`src/rtl/audio_soft_mute.sv`:
```
// Stereo soft-mute stage: applies a per-frame linear gain ramp to a left/right
// sample stream behind a single-register valid/ready output stage.
module audio_soft_mute #(
    parameter int audio_width = 16,
    parameter int ramp_shift  = 8
) (
    input  logic                          clk,
    input  logic                          nreset,
    input  logic                          i_mute,
    input  logic                          i_valid,
    output logic                          i_ready,
    input  logic                          i_is_left,
    input  logic signed [audio_width-1:0] i_audio,
    output logic                          o_valid,
    input  logic                          o_ready,
    output logic                          o_is_left,
    output logic signed [audio_width-1:0] o_audio,
    output logic                          o_muted
);

    localparam int gain_width = ramp_shift + 1;
    localparam int prod_width = audio_width + ramp_shift + 1;

    localparam logic [1:0] st_muted     = 2'd0;
    localparam logic [1:0] st_ramp_up   = 2'd1;
    localparam logic [1:0] st_unity     = 2'd2;
    localparam logic [1:0] st_ramp_down = 2'd3;

    localparam logic [gain_width-1:0] gain_zero = {gain_width{1'b0}};
    localparam logic [gain_width-1:0] gain_one  = {{ramp_shift{1'b0}}, 1'b1};
    localparam logic [gain_width-1:0] gain_full = {1'b1, {ramp_shift{1'b0}}};
    localparam logic [gain_width-1:0] gain_top  = gain_full - gain_one;

    logic [1:0]                    state_r;
    logic [1:0]                    state_next_s;
    logic [gain_width-1:0]         gain_r;
    logic [gain_width-1:0]         gain_next_s;
    logic                          muted_r;
    logic                          valid_r;
    logic                          is_left_r;
    logic signed [audio_width-1:0] audio_r;
    logic                          accept_s;
    logic                          boundary_s;
    logic signed [prod_width-1:0]  audio_ext_s;
    logic signed [prod_width-1:0]  gain_ext_s;
    logic signed [prod_width-1:0]  product_s;
    logic signed [prod_width-1:0]  shifted_s;

    assign i_ready    = ~valid_r | o_ready;
    assign accept_s   = i_valid & i_ready;
    assign boundary_s = accept_s & ~i_is_left;

    // Full-width signed product; the arithmetic shift floors toward minus infinity.
    always_comb begin
        audio_ext_s = {{(prod_width-audio_width){i_audio[audio_width-1]}}, i_audio};
        gain_ext_s  = {{(prod_width-gain_width){1'b0}}, gain_r};
        product_s   = audio_ext_s * gain_ext_s;
        shifted_s   = product_s >>> ramp_shift;
    end

    // Ramp state machine, advanced only when a right sample is accepted.
    always_comb begin
        state_next_s = state_r;
        gain_next_s  = gain_r;
        if (boundary_s) begin
            case (state_r)
                st_muted: begin
                    if (!i_mute) begin
                        state_next_s = st_ramp_up;
                        gain_next_s  = gain_one;
                    end else begin
                        state_next_s = st_muted;
                        gain_next_s  = gain_zero;
                    end
                end
                st_ramp_up: begin
                    if (i_mute) begin
                        gain_next_s  = gain_r - gain_one;
                        state_next_s = (gain_r == gain_one) ? st_muted : st_ramp_down;
                    end else begin
                        gain_next_s  = gain_r + gain_one;
                        state_next_s = (gain_r == gain_top) ? st_unity : st_ramp_up;
                    end
                end
                st_unity: begin
                    if (i_mute) begin
                        state_next_s = st_ramp_down;
                        gain_next_s  = gain_top;
                    end else begin
                        state_next_s = st_unity;
                        gain_next_s  = gain_full;
                    end
                end
                st_ramp_down: begin
                    // Gain reaching either end lands in the matching terminal state.
                    if (!i_mute) begin
                        gain_next_s  = gain_r + gain_one;
                        state_next_s = (gain_r == gain_top) ? st_unity : st_ramp_up;
                    end else begin
                        gain_next_s  = gain_r - gain_one;
                        state_next_s = (gain_r == gain_one) ? st_muted : st_ramp_down;
                    end
                end
                default: begin
                    state_next_s = st_muted;
                    gain_next_s  = gain_zero;
                end
            endcase
        end else begin
            state_next_s = state_r;
            gain_next_s  = gain_r;
        end
    end

    // State, gain and mute flag registers.
    always_ff @(posedge clk or negedge nreset) begin
        if (!nreset) begin
            state_r <= st_muted;
            gain_r  <= gain_zero;
            muted_r <= 1'b1;
        end else begin
            state_r <= state_next_s;
            gain_r  <= gain_next_s;
            muted_r <= (state_next_s == st_muted);
        end
    end

    // Output register: loads on accept, holds under backpressure, drains when taken.
    always_ff @(posedge clk or negedge nreset) begin
        if (!nreset) begin
            valid_r   <= 1'b0;
            is_left_r <= 1'b0;
            audio_r   <= {audio_width{1'b0}};
        end else if (accept_s) begin
            valid_r   <= 1'b1;
            is_left_r <= i_is_left;
            audio_r   <= shifted_s[audio_width-1:0];
        end else if (o_ready) begin
            valid_r   <= 1'b0;
        end
    end

    assign o_valid   = valid_r;
    assign o_is_left = is_left_r;
    assign o_audio   = audio_r;
    assign o_muted   = muted_r;

endmodule
```
`config.mk`:
```
export PLATFORM = sky130hd
export DESIGN_NAME = audio_soft_mute
export DESIGN_NICKNAME = d
export VERILOG_FILES = /design/src/rtl/audio_soft_mute.sv
export SDC_FILE = /design/constraint.sdc
export NUM_CORES = 1
export LEC_CHECK = 0
export BUFFER_PORTS_ARGS = -buffer_cell sky130_fd_sc_hd__buf_2
export CORE_ASPECT_RATIO = 0.75
export CORE_MARGIN = 2
export CORE_UTILIZATION = 45
export CTS_BUF_LIST = sky130_fd_sc_hd__clkbuf_4 sky130_fd_sc_hd__clkbuf_8
export DETAILED_ROUTE_END_ITERATION = 16
export PLACE_DENSITY = 0.7
export SLEW_MARGIN = 5
export SYNTH_ARGS = -nofsm -noshare
export SYNTH_HDL_FRONTEND = slang
export SYNTH_SLANG_ARGS = --single-unit
```
`constraint.sdc`:
```
create_clock -name clk -period 8.2 [get_ports clk]
set_input_delay 0.41 -clock clk [delete_from_list [all_inputs] [get_ports clk]]
set_output_delay 0.41 -clock clk [all_outputs]
set_load 0.02 [all_outputs]
```
==> results.toml <==
[flow_run]
max_cap_viol_count = 0

[worst_hold_path]
hp-class = "in -> async"

[routing]
first_pass_iters = 5
vias = 4683
vias_per_cell = 5.163
drt_iter0_drc = 314
ant_nets = 0
drt-wirelength-per-cell_um = 14.96
drc = 0
wl_mm = 13.57

[worst_setup_path]
required_ns = 8.37
critPathMaxFanout = 24
crit_path_start_kind = "flop"
cp.arrival_ns = 6.53
cpPeakStageDelay_ns = 0.70
r2r_slack_ns = 1.84
r2r_start = "gain_r[3]"
cp_cell_sequence = "and2_1 -> fa_1 -> inv_1 -> fa_1 -> inv_1 -> fa_1 -> fa_1 -> inv_1 -> fa_1 -> inv_1 -> ha_1 -> a21oi_1 -> o21ai_0 -> a21o_1 -> a22o_1 -> a311o_1 -> o31a_1 -> and4_1 -> or3_1"
path_buf_inv = 4
cp_num_cells = 19
crit_type = "reg -> reg"
critPathMostFrequentCell = "fa_1"
worstSetupStartpoint = "gain_r[3]"
slowest_stage = "fa_1"
r2r_end = "o_audio[15]"
worst_setup_path_end_kind = "flop"
reg2reg_depth = 19
crit_path_end = "o_audio[15]"
critPathTopFamily = "adder cells"

[clocking]
root_buffer = "clkbuf_8"
htree_levels = 2
cts-buffers-inserted = 5
cts_tree = "yes"
cts_resized = 0
ctsHoldBuffers = 0
cts_buffer_depth = 2
postCtsSetupRepairBufs = 0
insertion_delay_ns = 0.29
clk_pin_slew_ns = 0.07
cts_sinks = 30

[final_layout]
syn2layout_area_growth_pct = 5.872
final_nets = 921
drive_above_1_share_pct = 7.787
fin_cells = 907
antenna_cells = 0
design_area_sq_mm = 0.006655

[yosys]
synth.distinct_cells = 48
yosys.area.top_type_share_pct = 36.31
synthFlopType = "dfrtp_1"
ys_top_cells_by_area = "fa_1 36%, dfrtp_1 12%, ha_1 11%, inv_1 8.5%, nand2_1 6.7%"
ys_seq_area_share_pct = 11.96
synth_edf_count = 0
synth_top_cell_by_area = "fa_1"
postSynthAreaPerCell_sq_um = 8.718
ys_async_sr_fraction_pct = 100.0
netlist_area_sq_mm = 0.006286
syn-instance-count = 721
yosysWarnings = 0
syn_nets = 911
synth-seq-cells = 30

[floorplanning]
dieArea_sq_mm = 0.01494
chipWidth_um = 140.5
die_h_um = 106.4
num_rows = 37
io-pin-count = 42
initial_core_util_pct = 45.87
fp.coreArea_sq_mm = 0.01370

[global_route]
grt-ovfl-total = 0
antenna_found_initial = 0
grt_max_degree = 35
grt_pass1_wl_mm = 23.65
grt_pass1_vias = 4753
grt_usage_pct = 19.84

[sta]
tightest_slew_ns = 1.036
finalSetupViolations = 0
drv_slew = 0
rsz0062_at_grt = "no"
max-slew-margin-rel_pct = 30.79
clock_skew_ns = 0.004875
hold_viol = 0
period_minus_slack_ns = 6.364
fin_hold_ws_ns = 0.1709
fmax_mhz = 157.1
setup_tns_ns = 0
min_period_over_period_pct = 77.61

[place]
port_buffers = 41
place_inst = 899
gp_congestion = 0.8344
post_dp_cell_area_sq_mm = 0.006560
dp_hpwl_mm = 10.73

[run_status]
status = "finished clean"
[cell type report]
type	count	area, sq um
fill	1316	7048
multi-input combinational	510	4847
sequential	30	752.0
inverter	143	536.8
tap	175	219.0
timing repair buffer	41	205.2
clock buffer	7	90.09
clock inverter	1	5.005
[state kept, by name, summed over array words and instances, names as in the netlist]
signal and cells:
gain_r 9, o_audio 16, o_is_left 1, o_muted 1, o_valid 1, state_r 2
[through the flow]
step / setup WS (ns) / utilization, %
2_1_floorplan: 2.318 / -
3_3_place_gp: 1.956 / 47.87
3_5_place_dp: 1.850 / 47.87
4_1_cts: 1.850 / 48.57
5_1_grt: 1.463 / 48.57
6_report: 1.836 / 48.57
[Yosys cell counts, types with 2 or more instances]
cell type / n
xor2_1: 8
o22ai_1: 2
nor2_1: 15
inv_1: 143
buf_1: 5
and3_1: 2
xnor2_1: 15
dfrtp_1: 29
a31oi_1: 7
a21oi_1: 23
ha_1: 54
nand3_1: 5
nand2_1: 113
nand2b_1: 7
or3_1: 3
fa_1: 114
and4_1: 2
or2_2: 2
o22a_1: 2
mux2_2: 2
o21a_1: 4
a21o_1: 6
o21ai_0: 27
a211oi_1: 3
a22o_1: 2
and2_1: 65
clkbuf_1: 32
o31ai_1: 5
nor3_1: 5
[worst min path at each step]
stage | slack, ns | startpoint | endpoint | cells past startpoint
2_1_floorplan | 0.11 | nreset | gain_r[0] | 0
3_3_place_gp | 0.46 | o_audio[0] | o_audio[0] | 2
3_5_place_dp | 0.47 | o_audio[0] | o_audio[0] | 2
4_1_cts | 0.19 | nreset | gain_r[7] | 1
5_1_grt | 0.23 | nreset | gain_r[0] | 1
6_report | 0.17 | nreset | o_audio[0] | 1
[layer usage]
| layer | track usage, % | wire (um) |
|---|---|---|
| met1 | 29.43 | 6518 |
| met2 | 32.25 | 6113 |
| met3 | 2.387 | 832 |
| met4 | 2.786 | 101 |
| met5 | 0 | 0 |
[cell usage in the layout (no fill, tap or decap), types with 23 or more instances in the layout]
cell	Yosys	layout
and2_1	65	65
fa_1	114	114
a21oi_1	23	23
o21ai_0	27	27
nand2_1	113	113
ha_1	54	54
dfrtp_1	29	29
inv_1	143	143
buf_2	0	41
[cells by family after synthesis]
kind of cell	synth area share, %
buffers and inverters	10.93
and+or+nand+nor	17.70
adders and majority gates	47.05
DFF	11.96
AOI/OAI and AO/OA	8.798
muxes	0.3583
xor gates and xnor gates	3.205
Power is not shown: default switching activity piles up to over one toggle a cycle in this logic, so the estimate is an artifact.
